[config.mk]
export PLATFORM = sky130hd
export DESIGN_NAME = pc_sequencer
export DESIGN_NICKNAME = d
export VERILOG_FILES = /design/src/rtl/pc_sequencer.sv
export SDC_FILE = /design/constraint.sdc
export NUM_CORES = 1
export LEC_CHECK = 0
export CORE_ASPECT_RATIO = 0.8
export CORE_MARGIN = 4
export CORE_UTILIZATION = 50
export DETAILED_ROUTE_END_ITERATION = 16
export GPL_TIMING_DRIVEN = 0
export HOLD_SLACK_MARGIN = 0.06
export PLACE_DENSITY_LB_ADDON = 0.3
export SETUP_SLACK_MARGIN = 0.05
export SYNTH_ARGS = -nofsm -noshare
export SYNTH_HDL_FRONTEND = slang
export SYNTH_SLANG_ARGS = --single-unit
[constraint.sdc]
create_clock -name clk -period 5.8 [get_ports clk]
set_input_delay 1.16 -clock clk [delete_from_list [all_inputs] [get_ports clk]]
set_output_delay 1.16 -clock clk [all_outputs]
set_load 0.005 [all_outputs]
[src/rtl/pc_sequencer.sv]
// Fetch-stage PC controller: owns the fetch PC, buffers redirects that arrive while stalled,
// and tags each fetch with address-error and branch-delay-slot information for CP0.
module pc_sequencer #(
    parameter logic [31:0] RESET_PC   = 32'h0000_3000,
    parameter logic [31:0] HANDLER_PC = 32'h0000_4180,
    parameter logic [31:0] TEXT_LO    = 32'h0000_3000,
    parameter logic [31:0] TEXT_HI    = 32'h0000_6ffc,
    parameter logic [4:0]  EXC_ADEL   = 5'd4
) (
    input  logic        clk,
    input  logic        reset,
    input  logic        stall,
    input  logic        redirect,
    input  logic [31:0] redirect_target,
    input  logic        f_is_branch,
    input  logic        exc_req,
    input  logic        eret_req,
    input  logic [31:0] epc,
    output logic [31:0] pc,
    output logic        f_valid,
    output logic        f_bd,
    output logic        f_exc,
    output logic [4:0]  f_exc_code
);

    typedef enum logic [0:0] {StRun, StHold} state_e;

    state_e      state;
    logic [31:0] pend_target;
    logic        pend_valid;
    logic        addr_err;

    // A buffered redirect exists exactly while the FSM sits in HOLD.
    assign pend_valid = (state == StHold);

    always_ff @(posedge clk) begin
        if (reset) begin
            pc          <= RESET_PC;
            state       <= StRun;
            pend_target <= '0;
            f_bd        <= 1'b0;
            f_valid     <= 1'b0;
        end else if (exc_req) begin
            pc          <= HANDLER_PC;
            state       <= StRun;
            pend_target <= '0;
            f_bd        <= 1'b0;
            f_valid     <= 1'b1;
        end else if (eret_req) begin
            pc          <= epc;
            state       <= StRun;
            pend_target <= '0;
            f_bd        <= 1'b0;
            f_valid     <= 1'b1;
        end else if (stall) begin
            // pc, f_bd and f_valid hold; a newer redirect replaces any older buffered one.
            if (redirect) begin
                pend_target <= redirect_target;
                state       <= StHold;
            end
        end else begin
            f_bd    <= f_is_branch;
            f_valid <= 1'b1;
            state   <= StRun;
            if (redirect) begin
                pc <= redirect_target;
            end else if (pend_valid) begin
                pc <= pend_target;
            end else begin
                pc <= pc + 32'd4;
            end
        end
    end

    // Out-of-range or misaligned PCs are fetched anyway and flagged; CP0 handles the trap.
    assign addr_err   = (pc < TEXT_LO) || (pc > TEXT_HI) || (pc[1:0] != 2'b00);
    assign f_exc      = f_valid && addr_err;
    assign f_exc_code = f_exc ? EXC_ADEL : 5'd0;

endmodule

# Yosys cells after proc, flatten, opt, wreduce, memory -nomap -nowiden
# Index checks and enable logic that the tools add are counted.
classes:
  reduce_logical: 8
  bitwise: 1
  addsub: 1
  eq_ne: 2
  order_cmp: 2
  muxes: 9
op_table:
  columns: ["operator", "n"]
  rows:
  - ["2-to-1 mux 32 bit", 4]
  - ["adder 32 x 3 -> 32 bit (second input constant)", 1]
  - ["> comparator 32 x 15 -> 1 bit (second input constant)", 1]
  - ["less-than comparator 32 x 14 -> 1 bit (second input constant)", 1]
  - ["2-to-1 mux 15 bit", 1]
  - ["OR reduction 4 bit", 1]
  - ["2-to-1 mux 1 bit", 3]
  - ["2-to-1 mux 3 bit", 1]
  - ["inequality test 3 x 1 -> 1 bit (second input constant)", 1]
  - ["OR reduction 3 bit", 1]
  - ["logical OR 1 bit", 2]
  - ["inequality test 2 x 1 -> 1 bit (second input constant)", 1]
  - ["AND reduction 2 bit", 1]
  - ["nonzero test 2 bit", 1]
  - ["OR reduction 2 bit", 1]
  - ["logical AND 1 bit", 1]
  - ["NOT 1 bit", 1]
word_totals:
  in_bits: 71
  register_bits: 67
  output_inout_bits: 40

# Longest topological paths before layout
# Gate-level depths: netlist of the first run.
depth:
  depth_word: 6
  mapped_depth: 7
  depth_no_buf: 6

# Least setup slack after synthesis of the first run
# OpenSTA, ideal clock, no wires.
synth_path:
  kind: "input to register"
  startpoint: "in eret_req"
  endpoint: "reg pc[24]"
  path_stages: 7
  path_slack_ns: 3.343
  t_required_ns: 5.678
  setup_time_ns: 0.122
  t_arrival_ns: 2.335
  cell_sequence: "clkbuf_1 > or2_2 > clkbuf_1 > clkbuf_1 > a221o_1 > o211ai_1 > a2bb2oi_1"
synth_between:
  elab_chain_cells: 1
synth_lines:
  columns: ["element", "line_no", "rtl"]
  rows:
  - ["from (decl)", "17", "input logic eret_req,"]
  - ["inequality test 2 x 1 -> 1 bit (no line) or 2-to-1 mux 32 bit (tied branches)", null, null]
  - ["to (signal assigned)", "50", "pc <= epc;"]
  - ["to (signal assigned)", "66", "pc <= redirect_target;"]
  - ["to (signal assigned)", "68", "pc <= pend_target;"]
  - ["to (decl)", "19", "output logic [31:0] pc,"]
# Several ways; a longest one is shown, not always the timed one.
# A chain may end at the register's enable or synchronous reset.

# Worst setup path in the final report of the first run
layout_path:
  startpoint: "reg pc[15]"
  endpoint: "out f_exc_code[2]"
layout_between:
  elab_chain_cells: 5
layout_lines:
  columns: ["element", "line_no", "rtl"]
  rows:
  - ["less-than comparator 32 x 14 -> 1 bit or > comparator 32 x 15 -> 1 bit (tied branches)", "76", "assign addr_err = (pc < TEXT_LO) || (pc > TEXT_HI) || (pc[1:0] != 2'b00);"]
  - ["logical OR 1 bit * (2 in a row)", "76", null]
  - ["logical AND 1 bit *", "77", "assign f_exc = f_valid && addr_err;"]
  - ["2-to-1 mux 3 bit *", "78", "assign f_exc_code = f_exc ? EXC_ADEL : 5'd0;"]
  - ["to (decl)", "23", "output logic [4:0] f_exc_code"]
# Every way passes the cells marked *; elsewhere a longest branch is shown, timed or not.

==> results of run 1 <==
-- state kept, by name, indices dropped and copies added, names as in the netlist, named ones only --
| register | flops |
|---|---|
| pc | 30 |
| f_valid | 1 |
| pend_target | 32 |
| pend_valid | 1 |
| f_bd | 1 |
-- placed cells by master (no fill, tap or decap), drive strengths merged, types with 3 or more instances in the layout --
master           n
nor3            11
and3             4
buf              8
nand2b           4
nor4            16
nand3           16
or3              5
a31oi            4
clkinv           4
o31a             9
nand4            7
o21ai           23
o31ai            4
dfxtp           67
conb             4
mux2i            7
nor2b            3
nand2           94
a221o            6
a21oi           65
nor2            28
o211ai           9
xor2             6
or2              4
o221ai           6
clkdlybuf4s50  104
a221oi          14
o22ai            7
and4             3
xnor2           10
inv             11
clkbuf          48
a2bb2oi          4
a211oi           6
-- logic make-up (layout without fill, tap and decap cells) --
logic type	Yosys count	in the layout	synth area share
DFF	67	67	0.3495
buffers and inverters	58	178	0.06195
and+or+nand+nor	200	200	0.2439
xor gates and xnor gates	16	16	0.03652
adders and majority gates	1	1	0.003260
AOI/OAI and AO/OA	167	167	0.2827
muxes	8	8	0.02119
other	1	4	0.0009772
-- power by group through the flow --
stage                     Clock, uW  Combinational (uW)  Sequential (uW)
after CTS                       452                 215              498
final                           452                 221              500
after global routing            475                 235              502
after global placement            0                 210              508
after floorplan                   0                97.9              504
after detailed placement          0                 213              509
-- synthesized netlist by cell type, drive strengths merged (4+ instances only) --
library cell	instances	area (sq um)
inv	9	33.78
a221o	6	60.06
mux2i	7	70.07
and3	4	25.02
o22ai	7	43.79
o211ai	9	67.56
nor4	16	100.1
o31ai	4	30.03
or2	4	25.02
a221oi	14	122.6
a31oi	4	25.02
nand3	16	80.08
nand2	94	352.8
clkbuf	39	147.6
a21oi	65	325.3
nand2b	4	25.02
nor2	28	105.1
xnor2	10	87.58
o31a	9	78.83
or3	5	31.28
nand4	7	50.05
nor3	11	55.05
buf	8	48.80
a211oi	6	45.04
a2bb2oi	4	35.03
o221ai	6	52.55
o21ai	23	115.1
dfxtp	67	1341
xor2	6	52.55
-- worst min-delay path by stage --
stage	start	end	slack (ns)	cells after the start
after floorplan	pend_target[7]	pend_target[7]	0.43	2
after detailed placement	pend_target[17]	pend_target[17]	0.45	2
after global placement	pend_target[19]	pend_target[19]	0.44	2
after CTS	pend_target[25]	pend_target[25]	0.46	2
after global routing	pend_target[12]	pend_target[12]	0.48	2
final	pend_target[25]	pend_target[25]	0.46	2
-- area by class of cell --
type / instances / area [sq um] / area share
plain buffers: 47 / 196.4 / 0.03746
clock buffers: 9 / 123.9 / 0.02362
clock inverters: 7 / 98.84 / 0.01885
inverters: 11 / 41.29 / 0.007874
multi-input cells: 396 / 2270 / 0.4328
flip-flops and latches: 67 / 1341 / 0.2558
well taps: 105 / 131.4 / 0.02505
repair buffers: 104 / 1041 / 0.1985
-- metal layers --
metal	share of wire	wire [microns]	track usage
met1	0.42	6340	0.4525
met2	0.44	6676	0.5116
met3	0.13	1964	0.08265
met4	0.010	154	0.08588
met5	0.00046	7	0
-- per-stage QoR --
| stage | power [uW] | area, sq um | instances | utilization | setup WS (ns) |
|---|---|---|---|---|---|
| floorplan | 601.4 | 3849 | 521 | - | 3.343 |
| global placement | 718.4 | 5021 | 730 | 0.6760 | 2.232 |
| detailed placement | 722.0 | 5021 | 730 | 0.6760 | 2.278 |
| CTS | 1165 | 5244 | 746 | 0.7060 | 2.410 |
| global route | 1211 | 5244 | 746 | 0.7060 | 2.367 |
| finish | 1173 | 5244 | 746 | 0.7060 | 2.341 |
-- critical path, delay by kind of cell (launching register included) --
kind	cells	cell delay, ns
simple gates	2	0.54
flops	1	0.32
buf+inv	3	0.79
compound gates	1	0.30
==> results.yml, run 1 <==
cells_and_area:
  nets: 708
  antenna_cells: 0
  area_growth_pct: 36.65
  fillCellCount: 639
  layout-drive-gt1-share: 0.04524
setup_path:
  ff2ff_path_depth: 6
  r2r_slack_ns: 3.30
  critPathLaunchType: "flop"
  cp_slowest_cell: "clkdlybuf4s50_1"
  setup.worst_path.class: "flop to output port"
  r2r_end: "pc[31]"
  crit_end: "f_exc_code[2]"
  required_ns: 4.64
  crit_path_end_kind: "output port"
  crit_chain: "clkbuf_1 -> nor4_1 -> nand3_1 -> o31a_1 -> buf_4 -> clkdlybuf4s50_1"
  slowest_delay_ns: 0.44
  rr_startpoint: "pc[15]"
  cp.arrival_ns: 2.30
  path_max_fanout: 8
  cp-startpoint: "pc[15]"
route:
  drc: 0
  routedWlPerCell_microns: 20.30
  vias: 4677
  totalWireLength_microns: 15140
  via_per_inst: 6.269
  detail_route.first_pass.iterations: 7
  detail-route-antenna-nets: 0
  drtIter0Drc: 439
die:
  die_x_microns: 105.9
  initial_core_util: 0.5167
  core_area_sq_um: 7427
  die_area_sq_um: 9149
  fp-row-count: 28
  io_pins: 111
  die_h_microns: 86.36
timing:
  worst_pin_slew_ns: 0.8177
  post-route-min-period_ns: 3.459
  hold_viol_final: 0
  finClkSkew_ns: 0.01247
  fmax_ghz: 0.2891
  worst_hold_slack_ns: 0.4605
  period_share: 0.5963
  rsz0062_at_grt: "no"
  slew_headroom: 0.4529
  finalSetupTns_ns: 0
  finalSetupViolCount: 0
  drv_slew: 0
clock_network:
  cts_buffers: 9
  cts_setup_buffers: 0
  cts_hold_buffers: 0
  htreeDepth: 3
  cts.sinks: 67
  clock_path_buffers: 2
  cts_tree: "yes"
  clock_latency_ns: 0.35
  clk_pin_slew_ns: 0.08
  post_cts_resized: 0
  clock-root-buffer: "clkbuf_8"
power_and_ir_drop:
  p_sw_uw: 341.8
  clkPwrFrac: 0.386
  p_sw_frac: 0.2914
  power.density_nw_per_um2: 223.7
  pwr-share-seq: 0.426
  p_leak_uw: 0.001723
  p_comb_frac: 0.188
  ir_drop_v: 0.0001513
  power.internal_uw: 831.1
global_routing:
  antenna_found_initial: 1
  grt_max_degree: 14
  grt_pass1_vias: 4341
  overflow: 0
  grt_usage: 0.3267
  grt_pass1_wl_microns: 23250
run_status:
  status: "completed"
synthesis:
  synth_top_flop_cell: "dfxtp_1"
  synth_area_sq_um: 3837
  synthCells: 518
  ys_types: 50
  synth_area_per_cell_sq_um: 7.408
  seq_area_frac_synth: 0.3495
  synth-edff-count: 0
  yosys_warnings: 0
  ys_seq_elements: 67
  synth-async-reset-ratio: 0
placement:
  io_buffers: 104
  dp_hpwl_microns: 11280
  gp_congestion: 0.9664
flow_run:
  drv_cap: 0
min_path:
  hold_path.class: "flop to flop"
Power figures use the tool's default switching activity.
==> run 2, diff against run 1 <==
--- a/config.mk
+++ b/config.mk
@@ -7,7 +7,7 @@
 export LEC_CHECK = 0
 export CORE_ASPECT_RATIO = 0.8
 export CORE_MARGIN = 4
-export CORE_UTILIZATION = 50
+export CORE_UTILIZATION = 48
 export DETAILED_ROUTE_END_ITERATION = 16
 export GPL_TIMING_DRIVEN = 0
 export HOLD_SLACK_MARGIN = 0.06
==> constraint.sdc (replaced) <==
create_clock -name clk -period 3.5 [get_ports clk]
set_input_delay 0.7 -clock clk [delete_from_list [all_inputs] [get_ports clk]]
set_output_delay 0.7 -clock clk [all_outputs]
set_load 0.005 [all_outputs]
==> run 2 against run 1 <==
Effect of this change:
- combinational power up 64%
- setup slack lost 1.7 ns
- final cell count stayed put
- design area grew 0.12%
- sequential share of layout area hardly changed
- via count down 2.5%
- power up 67%
- wire length shrank 1.8%
- hold slack got worse by 0.0047 ns
- global-route usage shrank 1.1 points
==> results.yml, run 2 (synthesis gave the netlist of run 1 again) <==
clock_network:
  clock-root-buffer: "clkbuf_8"
  post_cts_resized: 0
  cts_tree: "yes"
  cts_buffers: 9
  htreeDepth: 3
  cts.sinks: 67
  cts_hold_buffers: 0
  cts_setup_buffers: 0
  clock_latency_ns: 0.37
  clk_pin_slew_ns: 0.08
  clock_path_buffers: 2
die:
  die_x_microns: 108.0
  io_pins: 111
  die_area_sq_um: 9498
  fp-row-count: 28
  initial_core_util: 0.5048
  die_h_microns: 87.98
  core_area_sq_um: 7602
setup_path:
  ff2ff_path_depth: 7
  cp_num_buf_inv: 3
  setup.worst_path.class: "flop to output port"
  cp.arrival_ns: 2.21
  critPathLaunchType: "flop"
  required_ns: 2.80
  slowest_delay_ns: 0.44
  rr_startpoint: "pc[2]"
  cp_slowest_cell: "clkdlybuf4s50_1"
  r2r_end: "pc[24]"
  r2r_slack_ns: 1.00
  crit_chain: "clkbuf_1 -> nor4_1 -> nand3_1 -> o31a_1 -> buf_4 -> clkdlybuf4s50_1"
  path_max_fanout: 8
  critPathTopFamily: "buffers and inverters"
  crit_path_end_kind: "output port"
timing:
  worst_pin_slew_ns: 0.8029
  hold_viol_final: 0
  rsz0062_at_grt: "no"
  finalSetupViolCount: 0
  setup_slack_ns: 0.5932
  finClkSkew_ns: 0.01113
  post-route-min-period_ns: 2.907
  period_share: 0.8305
  fmax_ghz: 0.3440
  finalSetupTns_ns: 0
  slew_headroom: 0.4628
  drv_slew: 0
power_and_ir_drop:
  p_sw_frac: 0.2923
  p_comb_frac: 0.185
  clkPwrFrac: 0.391
  power_uw: 1956
  power.internal_uw: 1384
  pwr-share-seq: 0.423
  ir_drop_v: 0.0002547
  power.density_nw_per_um2: 372.5
  p_sw_uw: 571.7
  p_leak_uw: 0.001726
global_routing:
  grt_usage: 0.3153
  grt_pass1_wl_microns: 22640
  overflow: 0
  grt_max_degree: 15
  grt_pass1_vias: 4134
  antenna_found_initial: 0
cells_and_area:
  largest_reg_flops: 32
  final_common_cell: "clkdlybuf4s50_1"
  fillCellCount: 670
  nets: 708
  antenna_cells: 0
  layout-drive-gt1-share: 0.04524
  top_regs: "pend_target x32, pc x30"
  mostFrequentLayoutCells: "104 x clkdlybuf4s50_1, 94 x nand2_1, 67 x dfxtp_1, 65 x a21oi_1, 38 x clkbuf_1"
  fin_cells: 746
  stdcell_area_sq_um: 5250
  area_growth_pct: 36.81
  regMostFlops: "pend_target"
min_path:
  hold_end: "pend_target[8]"
  hold_path.class: "flop to flop"
  holdPathStages: 2
  min-delay-start: "pend_target[8]"
placement:
  postPlaceCellArea_sq_um: 5021
  dp_hpwl_microns: 11170
  gp_congestion: 0.9368
  place_inst: 730
  io_buffers: 104
  dp_slack_ns: 0.3541
route:
  via_per_inst: 6.115
  detail_route.first_pass.iterations: 5
  detail-route-antenna-nets: 0
  routedWlPerCell_microns: 19.94
  drtIter0Drc: 415
  drc: 0
  totalWireLength_microns: 14870
  vias: 4562
run_status:
  status: "completed"
flow_run:
  drv_cap: 0
## run 2: cell type report
cell class	count	area, sq um	area share
well taps	105	131.4	0.02502
inverters	11	41.29	0.007865
plain buffers	47	196.4	0.03742
flip-flops and latches	67	1341	0.2555
repair buffers	104	1041	0.1983
clock buffers	9	123.9	0.02359
clock inverters	7	105.1	0.02002
multi-input cells	396	2270	0.4323
## run 2: power groups by stage
stage                     Combinational (uW)  Sequential [uW]  Clock (uW)
after floorplan                          162              835           0
after global placement                   348              843           0
after detailed placement                 353              844           0
after CTS                                356              826         775
after global routing                     388              832         809
final                                    362              828         765
## run 2: stage by stage
| stage | utilization | hold WS [ns] |
|---|---|---|
| 4_1_cts | 0.6906 | 0.4577 |
| 3_5_place_dp | 0.6605 | 0.4456 |
| 2_1_floorplan | - | 0.4312 |
| 3_3_place_gp | 0.6605 | 0.4406 |
| 5_1_grt | 0.6906 | 0.4741 |
| 6_report | 0.6906 | 0.4557 |
## run 2: worst min-delay path: cells and delay by family (launching register included)
kind	cells	cell delay, ns
compound gates	1	0.05
flops	1	0.31
simple gates	1	0.05
## run 2: metal layers
metal	routed length, microns	global-route usage	up-vias
met5	0	0	-
met4	319	0.09977	0
met3	1840	0.06632	32
met2	6309	0.4701	301
met1	6403	0.4562	2110
li1	-	-	2119
## run 2: how the worst max path moves through the flow
| stage | start | to | slack (ns) | cells after the start |
|---|---|---|---|---|
| after floorplan | pc[2] | pc[30] | 1.40 | 6 |
| after global placement | exc_req | pend_target[11] | 0.43 | 6 |
| after detailed placement | exc_req | pend_target[10] | 0.35 | 6 |
| after CTS | pc[15] | f_exc_code[2] | 0.61 | 6 |
| after global routing | pc[20] | f_exc_code[2] | 0.51 | 6 |
| final | pc[15] | f_exc_code[2] | 0.59 | 6 |
